[src/rtl/vend_pkg.sv]
// Shared types and constants for the vending sequence controller: state encoding,
// credit width, coin values and the product price table (all in half-yuan units).
package vend_pkg;

  localparam int CREDIT_W = 5;

  typedef logic [CREDIT_W-1:0] credit_t;

  localparam credit_t COIN_ONE  = 5'd2;
  localparam credit_t COIN_HALF = 5'd1;

  // Index 0..3 maps directly onto piSel.
  localparam credit_t PRICE [4] = '{5'd5, 5'd3, 5'd4, 5'd6};

  typedef enum logic [3:0] {
    IDLE   = 4'b0001,
    CREDIT = 4'b0010,
    VEND   = 4'b0100,
    CHANGE = 4'b1000
  } vend_state_t;

endpackage

[src/rtl/vend_seq_ctrl_if.sv]
// Bundle of the coin/selection inputs, dispenser handshake and status outputs
// of vend_seq_ctrl, plus a debug view of the controller state.
interface vend_seq_ctrl_if;
  import vend_pkg::*;

  logic        piOne;
  logic        piHalf;
  logic        piSelVld;
  logic [1:0]  piSel;
  logic        piCancel;
  // Dispenser handshake: oDispReq/oDispItem are held stable until a cycle with
  // oDispReq=1 and iDispRdy=1; that cycle is the transfer, and oDispReq drops after it.
  logic        iDispRdy;
  logic        oDispReq;
  logic [1:0]  oDispItem;
  logic        oChangeHalf;
  logic        oCoinRej;
  logic        oLowCredit;
  credit_t     oCredit;
  logic        oBusy;
  vend_state_t dbg_state;

  modport master (
    output piOne, piHalf, piSelVld, piSel, piCancel, iDispRdy,
    input  oDispReq, oDispItem, oChangeHalf, oCoinRej, oLowCredit, oCredit, oBusy, dbg_state
  );

  modport slave (
    input  piOne, piHalf, piSelVld, piSel, piCancel, iDispRdy,
    output oDispReq, oDispItem, oChangeHalf, oCoinRej, oLowCredit, oCredit, oBusy, dbg_state
  );

endinterface

[src/rtl/vend_change_dispenser.sv]
// Change ejector: loads a half-yuan count and emits one chg_pulse every CHG_GAP
// cycles, the first on the cycle after load, until the count reaches zero.
module vend_change_dispenser
  import vend_pkg::*;
#(
  parameter int CHG_GAP = 2
) (
  input  logic    sys_clk,
  input  logic    sysRstN,
  input  logic    load,
  input  credit_t load_val,
  output logic    chg_pulse,
  output credit_t remaining,
  output logic    done
);

  localparam int GAP_W = (CHG_GAP > 1) ? $clog2(CHG_GAP) : 1;
  localparam logic [GAP_W-1:0] GAP_RELOAD = GAP_W'(CHG_GAP - 1);

  credit_t          cnt_q;
  logic [GAP_W-1:0] gap_q;

  always_ff @(posedge sys_clk or negedge sysRstN) begin
    if (!sysRstN) begin
      cnt_q <= '0;
      gap_q <= '0;
    end else if (load) begin
      cnt_q <= load_val;
      gap_q <= '0;
    end else if (chg_pulse) begin
      cnt_q <= cnt_q - 5'd1;
      gap_q <= GAP_RELOAD;
    end else if (gap_q != '0) begin
      gap_q <= gap_q - 1'b1;
    end
  end

  assign chg_pulse = (cnt_q != '0) && (gap_q == '0);
  assign remaining = cnt_q;
  // Done on the last pulse so the controller leaves CHANGE as the count hits zero.
  assign done      = (cnt_q == '0) || (chg_pulse && (cnt_q == 5'd1));

endmodule

[src/rtl/vend_seq_ctrl.sv]
// Vending sequence controller: coin credit, product selection, dispenser handshake
// and paced change refund. Optional idle auto-cancel in CREDIT under VEND_TIMEOUT_EN.
module vend_seq_ctrl
  import vend_pkg::*;
#(
  parameter int MAX_CREDIT  = 20,
  parameter int CHG_GAP     = 2,
  parameter int TIMEOUT_CYC = 1000
) (
  input logic            sys_clk,
  input logic            sysRstN,
  vend_seq_ctrl_if.slave bus
);

  if (CHG_GAP < 1 || TIMEOUT_CYC < 1 || MAX_CREDIT > 31) begin : g_param_check
    $error("vend_seq_ctrl: parameter out of range");
  end

  localparam logic [5:0] MAX_C6 = 6'(MAX_CREDIT);

  vend_state_t state_q, state_d;
  credit_t     credit_q, credit_d, credit_eff, remainder, chg_val, chg_rem;
  logic [1:0]  item_q, item_d;
  logic        coin_rej_q, coin_rej_d, low_credit_q, low_credit_d;
  logic        chg_load, chg_pulse, chg_done, coin_ok, timeout_hit;
  logic [5:0]  coin_add, coin_sum;

  // Coins only count in IDLE/CREDIT; the sum is 6 bits wide so overflow is visible.
  assign coin_add   = (bus.piOne  ? 6'(COIN_ONE)  : 6'd0) +
                      (bus.piHalf ? 6'(COIN_HALF) : 6'd0);
  assign coin_sum   = {1'b0, credit_q} + coin_add;
  assign coin_ok    = ((state_q == IDLE) || (state_q == CREDIT)) &&
                      (coin_add != 6'd0) && (coin_sum <= MAX_C6);
  assign coin_rej_d = (coin_add != 6'd0) && !coin_ok;
  assign credit_eff = coin_ok ? coin_sum[4:0] : credit_q;
  assign remainder  = credit_q - PRICE[item_q];

`ifdef VEND_TIMEOUT_EN
  localparam int TO_W = $clog2(TIMEOUT_CYC + 1);
  localparam logic [TO_W-1:0] TO_LAST = TO_W'(TIMEOUT_CYC - 1);
  logic [TO_W-1:0] to_cnt_q;
  logic            activity;

  assign activity = bus.piOne | bus.piHalf | bus.piSelVld | bus.piCancel;

  always_ff @(posedge sys_clk or negedge sysRstN) begin
    if (!sysRstN)                               to_cnt_q <= '0;
    else if (state_q != CREDIT || activity)     to_cnt_q <= '0;
    else if (to_cnt_q != TO_LAST)               to_cnt_q <= to_cnt_q + 1'b1;
  end

  assign timeout_hit = (state_q == CREDIT) && !activity && (to_cnt_q == TO_LAST);
`else
  assign timeout_hit = 1'b0;
`endif

  vend_change_dispenser #(.CHG_GAP(CHG_GAP)) u_change (
    .sys_clk  (sys_clk),
    .sysRstN  (sysRstN),
    .load     (chg_load),
    .load_val (chg_val),
    .chg_pulse(chg_pulse),
    .remaining(chg_rem),
    .done     (chg_done)
  );

  always_ff @(posedge sys_clk or negedge sysRstN) begin
    if (!sysRstN) state_q <= IDLE;
    else          state_q <= state_d;
  end

  always_ff @(posedge sys_clk or negedge sysRstN) begin
    if (!sysRstN) begin
      credit_q     <= '0;
      item_q       <= '0;
      coin_rej_q   <= 1'b0;
      low_credit_q <= 1'b0;
    end else begin
      credit_q     <= credit_d;
      item_q       <= item_d;
      coin_rej_q   <= coin_rej_d;
      low_credit_q <= low_credit_d;
    end
  end

  always_comb begin
    state_d      = state_q;
    credit_d     = credit_q;
    item_d       = item_q;
    low_credit_d = 1'b0;
    chg_load     = 1'b0;
    chg_val      = '0;
    unique case (state_q)
      IDLE, CREDIT: begin
        credit_d = credit_eff;
        if (coin_ok) state_d = CREDIT;
        // Cancel/timeout wins over a same-cycle selection; the refund includes the new coin.
        if ((state_q == CREDIT) && (bus.piCancel || timeout_hit)) begin
          state_d  = CHANGE;
          chg_load = 1'b1;
          chg_val  = credit_eff;
          credit_d = '0;
        end else if (bus.piSelVld) begin
          if (credit_eff >= PRICE[bus.piSel]) begin
            state_d = VEND;
            item_d  = bus.piSel;
          end else begin
            low_credit_d = 1'b1;
          end
        end
      end
      VEND: begin
        if (bus.iDispRdy) begin
          credit_d = '0;
          if (remainder != '0) begin
            state_d  = CHANGE;
            chg_load = 1'b1;
            chg_val  = remainder;
          end else begin
            state_d = IDLE;
          end
        end
      end
      CHANGE: begin
        if (chg_done) state_d = IDLE;
      end
      default: state_d = IDLE;
    endcase
  end

  always_comb begin
    bus.oDispReq    = (state_q == VEND);
    bus.oDispItem   = item_q;
    bus.oChangeHalf = (state_q == CHANGE) && chg_pulse;
    bus.oCoinRej    = coin_rej_q;
    bus.oLowCredit  = low_credit_q;
    bus.oCredit     = (state_q == CHANGE) ? chg_rem : credit_q;
    bus.oBusy       = (state_q == VEND) || (state_q == CHANGE);
    bus.dbg_state   = state_q;
  end

endmodule

[src/flat_wrapper.sv]
// flat-port wrapper written by rule: the top's interface ports become plain ports
module vend_seq_ctrl_flat import vend_pkg::*;
#(
  parameter int MAX_CREDIT  = 20,
  parameter int CHG_GAP     = 2,
  parameter int TIMEOUT_CYC = 1000
)
  (sys_clk, sysRstN, bus_piOne, bus_piHalf, bus_piSelVld, bus_piSel, bus_piCancel, bus_iDispRdy, bus_oDispReq, bus_oDispItem, bus_oChangeHalf, bus_oCoinRej, bus_oLowCredit, bus_oCredit, bus_oBusy, bus_dbg_state);
  vend_seq_ctrl_if bus_i ();
  input logic sys_clk;
  input logic sysRstN;
  input wire logic [$bits(bus_i.piOne)-1:0] bus_piOne;
  input wire logic [$bits(bus_i.piHalf)-1:0] bus_piHalf;
  input wire logic [$bits(bus_i.piSelVld)-1:0] bus_piSelVld;
  input wire logic [$bits(bus_i.piSel)-1:0] bus_piSel;
  input wire logic [$bits(bus_i.piCancel)-1:0] bus_piCancel;
  input wire logic [$bits(bus_i.iDispRdy)-1:0] bus_iDispRdy;
  output wire logic [$bits(bus_i.oDispReq)-1:0] bus_oDispReq;
  output wire logic [$bits(bus_i.oDispItem)-1:0] bus_oDispItem;
  output wire logic [$bits(bus_i.oChangeHalf)-1:0] bus_oChangeHalf;
  output wire logic [$bits(bus_i.oCoinRej)-1:0] bus_oCoinRej;
  output wire logic [$bits(bus_i.oLowCredit)-1:0] bus_oLowCredit;
  output wire logic [$bits(bus_i.oCredit)-1:0] bus_oCredit;
  output wire logic [$bits(bus_i.oBusy)-1:0] bus_oBusy;
  output wire logic [$bits(bus_i.dbg_state)-1:0] bus_dbg_state;
  assign bus_i.piOne = bus_piOne;
  assign bus_i.piHalf = bus_piHalf;
  assign bus_i.piSelVld = bus_piSelVld;
  assign bus_i.piSel = bus_piSel;
  assign bus_i.piCancel = bus_piCancel;
  assign bus_i.iDispRdy = bus_iDispRdy;
  assign bus_oDispReq = bus_i.oDispReq;
  assign bus_oDispItem = bus_i.oDispItem;
  assign bus_oChangeHalf = bus_i.oChangeHalf;
  assign bus_oCoinRej = bus_i.oCoinRej;
  assign bus_oLowCredit = bus_i.oLowCredit;
  assign bus_oCredit = bus_i.oCredit;
  assign bus_oBusy = bus_i.oBusy;
  assign bus_dbg_state = bus_i.dbg_state;
  vend_seq_ctrl #(.MAX_CREDIT(MAX_CREDIT), .CHG_GAP(CHG_GAP), .TIMEOUT_CYC(TIMEOUT_CYC)) u_core (.sys_clk(sys_clk), .sysRstN(sysRstN), .bus(bus_i));
endmodule
[config.mk]
export PLATFORM = sky130hd
export DESIGN_NAME = vend_seq_ctrl_flat
export DESIGN_NICKNAME = d
export VERILOG_FILES = /design/src/rtl/vend_pkg.sv /design/src/rtl/vend_seq_ctrl_if.sv /design/src/rtl/vend_change_dispenser.sv /design/src/rtl/vend_seq_ctrl.sv /design/src/flat_wrapper.sv
export SDC_FILE = /design/constraint.sdc
export NUM_CORES = 1
export LEC_CHECK = 0
export BUFFER_PORTS_ARGS = -buffer_cell sky130_fd_sc_hd__buf_2
export CAP_MARGIN = 40
export CORE_UTILIZATION = 32
export CTS_CLUSTER_SIZE = 14
export DETAILED_ROUTE_END_ITERATION = 8
export HOLD_SLACK_MARGIN = 0.02
export SLEW_MARGIN = 20
export SYNTH_ARGS = -nofsm -noshare
export SYNTH_HDL_FRONTEND = slang
export SYNTH_SLANG_ARGS = --single-unit
[constraint.sdc]
create_clock -name sys_clk -period 6.2 [get_ports sys_clk]
set_input_delay 1.86 -clock sys_clk [delete_from_list [all_inputs] [get_ports sys_clk]]
set_output_delay 1.86 -clock sys_clk [all_outputs]
set_load 0.005 [all_outputs]
## Word-level counts from Yosys, hierarchy flattened

Index checks and enable logic that the tools add are counted.

- Register bits after elaboration: 19
- Input bits: 9
- Output and inout port bits: 16
- Logic and storage cells: 86

- Add/sub/neg operators: 5
- $lt $le $gt $ge: 4
- Eq/ne operators: 7
- Mux-type cells: 38
- Bitwise logic cells: 4
- Reduce and logical (&&, ||, !) cells: 21

Operators by type and width:

| cell | number |
|---|---|
| $mux 5 | 13 |
| $mux 4 | 7 |
| $bmux 5 s2 | 2 |
| $pmux 5 s2 | 2 |
| $pmux 4 s3 | 1 |
| $mux 1 | 11 |
| $reduce_bool 5->1 | 2 |
| $logic_and 1x1->1 | 7 |
| $add 5x6->6 | 1 |
| $add 6x6->6 | 1 |
| $ge 3x3->1 const B | 2 |
| $le 6x5->1 const B | 1 |
| $not 2->3 | 2 |
| $reduce_bool 6->1 | 1 |
| $eq 5x1->1 const B | 1 |
| $ge 5x5->1 | 1 |
| $logic_not 5->1 | 1 |
| $sub 5x1->5 const B | 1 |
| $sub 5x5->5 | 1 |
| $eq 4x1->1 const B | 1 |
| $eq 4x2->1 const B | 1 |
| $eq 4x3->1 const B | 1 |
| $eq 4x4->1 const B | 1 |
| $reduce_and 2->1 | 2 |
| 11 further kinds | 15 |

## Logic depth before layout (Yosys ltp)

- Depth in word-level cells: 11
- Gate-level depth with buffers: 14

## Cells and area by module

A second synthesis with hierarchy kept.

- Cells, all modules: 197
- Area, all modules: 1725.4 sq um

By module, submodules not included:

| module | instances | cells each | area an instance (sq um) | seq. area each (sq um) |
|---|---|---|---|---|
| vend_seq_ctrl | 1 | 157 | 1351.3 | 326.6 |
| vend_change_dispenser | 1 | 40 | 374.1 | 150.1 |

## Least setup slack after synthesis

Ideal clock, no wire load.

- Path type: in2reg
- Start: input bus_piHalf
- End: register u_core.state_q[2], in the netlist u_core.bus.dbg_state[2]
- Setup time: 0.124 ns
- Arrival time: 4.634 ns
- Data required time: 6.076 ns
- Setup slack: 1.442 ns
- Cell stages on the path: 14
- Path through: ha_1 inv_1 fa_1 xor2_1 a21oi_1 o311a_1 nor2_1 a21oi_1 ha_1 nand2b_1 a21o_1 a21oi_1 o22ai_1 or2_1

- Cells in the longest elaborated chain, start to end: 11
- Elaborated cells between the ends (all ways): 14
- Those cells by class: add/sub (2); order compare (2); mux (7); reduce/logical (3)

RTL lines:

| what | RTL line | RTL |
|---|---|---|
| start: declaration | flat_wrapper.sv:13 | `input wire logic [$bits(bus_i.piHalf)-1:0] bus_piHalf;` |
| $mux 1 * | vend_seq_ctrl.sv:30 | `(bus.piHalf ? 6'(COIN_HALF) : 6'd0);` |
| $add 6x6->6 * | vend_seq_ctrl.sv:29 | `assign coin_add = (bus.piOne ? 6'(COIN_ONE) : 6'd0) +` |
| $add 5x6->6 or $reduce_bool 6->1 (tied branches) | vend_seq_ctrl.sv:31, vend_seq_ctrl.sv:33 |  |
| $le 6x5->1 or $logic_and 1x1->1 (tied branches) | vend_seq_ctrl.sv:33, vend_seq_ctrl.sv:32 |  |
| $logic_and 1x1->1 | vend_seq_ctrl.sv:33 | `(coin_add != 6'd0) && (coin_sum <= MAX_C6);` |
| $mux 5 | vend_seq_ctrl.sv:35 | `assign credit_eff = coin_ok ? coin_sum[4:0] : credit_q;` |
| $ge 5x5->1 | vend_seq_ctrl.sv:104 | `if (credit_eff >= PRICE[bus.piSel]) begin` |
| $mux 4 | vend_seq_ctrl.sv:104 |  |
| $mux 4 * | vend_seq_ctrl.sv:103 | `end else if (bus.piSelVld) begin` |
| $mux 4 * | vend_seq_ctrl.sv:98 | `if ((state_q == CREDIT) && (bus.piCancel \|\| timeout_hit)) begin` |
| $pmux 4 s3 * | vend_seq_ctrl.sv:93 | `unique case (state_q)` |
| end signal: assignment | vend_seq_ctrl.sv:69 | `else state_q <= state_d;` |
| end: declaration | vend_seq_ctrl.sv:21 | `vend_state_t state_q, state_d;` |

Mark *: on every way between the ends. The rest lies on a longest branch, timed or not.
A chain may end at the register's enable or synchronous reset.

## Worst setup path in the final report

Same ends and word-level chain as after synthesis.

==> results_dict.tcl <==
set metrics [dict create \
    status "finished clean" \
    rsz0062_at_grt "false" \
    worstMarginPinSlew_ns 0.758 \
    syn_to_final_growth_pct 13.8 \
    critical_path_class "input port to register" \
    clk_pin_slew_ns 0.07 \
    gp_congestion 0.808 \
    hold_violations 0 \
    nFillCells 560 \
    max_freq_ghz 0.201 \
    grt_pass1_vias 1427 \
    cp-end-kind "register" \
    ys_seq_area_share_pct 27.9 \
    cts_sinks 19 \
    die_h_um 75.1 \
    clk_path_buf_depth 2 \
    layout_common_cells "buf_2 (25), dfrtp_1 (18), inv_1 (17)" \
    tritoncts "built" \
    finClkSkew_ns 0.00125 \
    postCtsHoldBufs 0 \
    p_per_area_nw_per_um2 507 \
    io_buffers 24 \
    cp_max_fo 8 \
    yosys_warnings 0 \
    required_ns 6.35 \
    die_area_um2 5630 \
    period_share_pct 80.4 \
    setup_tns_ns 0 \
    vias 1627 \
    hold_class "register to register" \
    num_rows 26 \
    async_flop_share_pct 100 \
    io_pins 25 \
    drive_above_1_share_pct 16.4 \
    final_common_cell "buf_2" \
    postCtsSetupRepairBufs 0 \
    critPathArrivalTime_ns 5.13 \
    yosys.cell_types.count 56 \
    first_pass_iters 4 \
    routedWlPerCell_um 15.4 \
    maxCapViolations 0 \
    period_needed_ns 4.98 \
    leakagePower_nw 0.858 \
    routed_wl_mm 4.53 \
    start_util_pct 33.4 \
    dieWidth_um 75.1 \
    dpl.hpwl_mm 3.57 \
    cp_common_cell "a21oi_1" \
    synthCells 202 \
    ctsResizeCount 0 \
    final_core_util_pct 38.1 \
    clk_latency_ns 0.26 \
    grt_pass1_wl_mm 7.29 \
    synth_seq_cells 19 \
    ant_nets 0 \
    viasPerCell 5.52 \
    peakVddDrop_mv 0.238 \
    syn_nets 224 \
    relSlewSlack_pct 48.8 \
    critPathLaunchType "input port" \
    slowest_stage "fa_1" \
    coreArea_um2 5110 \
    maxSlewViolCount 0 \
    grt_max_degree 20 \
    antenna_cells 0 \
    cts_buffers 3 \
    avgSynthCellArea_um2 8.45 \
    antenna_found_initial 0 \
    drt_iter0_markers 75 \
    grtUsageTotal_pct 17.4 \
    cp_slowest_stage_delay_ns 0.46 \
    worstPathCellList "buf_2 -> ha_1 -> inv_1 -> fa_1 -> xor2_1 -> a21oi_1 -> o311a_1 -> nor2_1 -> a21oi_1 -> ha_1 -> nand2b_1 -> a21o_1 -> a21oi_1 -> o22ai_1 -> or2_1" \
    syn-cell-area_um2 1710 \
    ys.flop_type "dfrtp_1" \
    synth_edf_count 0 \
    finalSetupViolations 0 \
    nets 248 \
    drc_errors 0 \
    cts_max_level 1 \
    root_buffer "clkbuf_8" \
    fin_total_pwr_uw 987 \
    globalRouteOverflowTotal 0 \
]
## Yosys cell counts, drive strengths merged (4+ instances only)
library cell   n  area share (%)
nand2         15             3.3
nor2          13             2.9
o21ai         10             2.9
o211ai         4             1.8
ha            11             8.1
nor4           5             2.7
a21oi         13             3.8
nand3b         4             1.8
nand2b         4             1.5
nor3           6             1.8
inv           17             3.7
clkbuf         5             1.2
nand3          4             1.2
xnor2          7             3.6
mux2i          4             2.3
dfrtp         18              26
## logic make-up after synthesis
| group | synth area share [%] |
|---|---|
| compound gates | 22.3 |
| xor+xnor | 5.13 |
| fa+ha+maj | 10.4 |
| buf+inv | 5.57 |
| flops | 27.9 |
| mux | 3.66 |
| simple gates | 25.0 |
## critical path, delay by kind of cell
kind                     cells  cell delay, ns
AO/OA/AOI/OAI                6            1.28
AND/OR/NAND/NOR              3            0.79
adder cells (fa/ha/maj)      3            0.88
buffers and inverters        2            0.16
XOR/XNOR                     1            0.16
## per-layer routing
metal | GRT usage, % | part of all wire (%)
met1 | 24.4 | 50
met2 | 28.4 | 46
met3 | 2.95 | 3.9
met4 | 3.14 | 0.60
met5 | 0 | 0
## worst paths after layout
check,from,endpoint,slack [ns],cells past startpoint
min in group asynchronous,sysRstN,u_core.credit_q[3]$_DFFE_PN0P_,1.55,1
min reg2reg,u_core.credit_q[0]$_DFFE_PN0P_,u_core.credit_q[0]$_DFFE_PN0P_,0.60,2
max,bus_piHalf,u_core.bus.dbg_state[2]$_DFFE_PN0P_,1.22,15
max in group asynchronous,sysRstN,u_core.bus.dbg_state[0]$_DFFE_PN1P_,4.30,1
max reg2reg,u_core.credit_q[1]$_DFFE_PN0P_,u_core.bus.dbg_state[2]$_DFFE_PN0P_,2.44,13
min,u_core.credit_q[0]$_DFFE_PN0P_,u_core.credit_q[0]$_DFFE_PN0P_,0.60,2
## stage by stage
step	cells	area [um^2]	worst slack, ns	hold slack, ns
after floorplan	202	1710	1.44	0.513
after global placement	290	1890	1.07	0.589
after detailed placement	291	1900	0.962	0.588
after CTS	295	1940	1.23	0.605
after global routing	295	1940	0.856	0.641
final	295	1940	1.22	0.599
## sequential cells by signal, indices dropped and copies added (netlist names)
register	count
u_core.bus.dbg_state	4
u_core.credit_q	5
u_core.bus.oDispItem	2
u_core.u_change.gap_q	1
u_core.u_change.remaining	5
u_core.bus.oCoinRej	1
u_core.bus.oLowCredit	1
## cell type report
cell class / count / area [um^2] / share of cell area, %
Inverter: 18 / 67.6 / 3.47
Tap cell: 70 / 87.6 / 4.50
Clock buffer: 4 / 45.0 / 2.32
Sequential cell: 19 / 477 / 24.5
Timing Repair Buffer: 25 / 125 / 6.44
Multi-Input combinational cell: 159 / 1140 / 58.8
## power breakdown
group          internal, mW  switching [mW]  leakage [nW]
combinational         0.262           0.378         0.599
sequential            0.182          0.0749         0.236
clock                0.0458          0.0435        0.0228
total                 0.490           0.496         0.858
(Power assumes the default switching activity.)
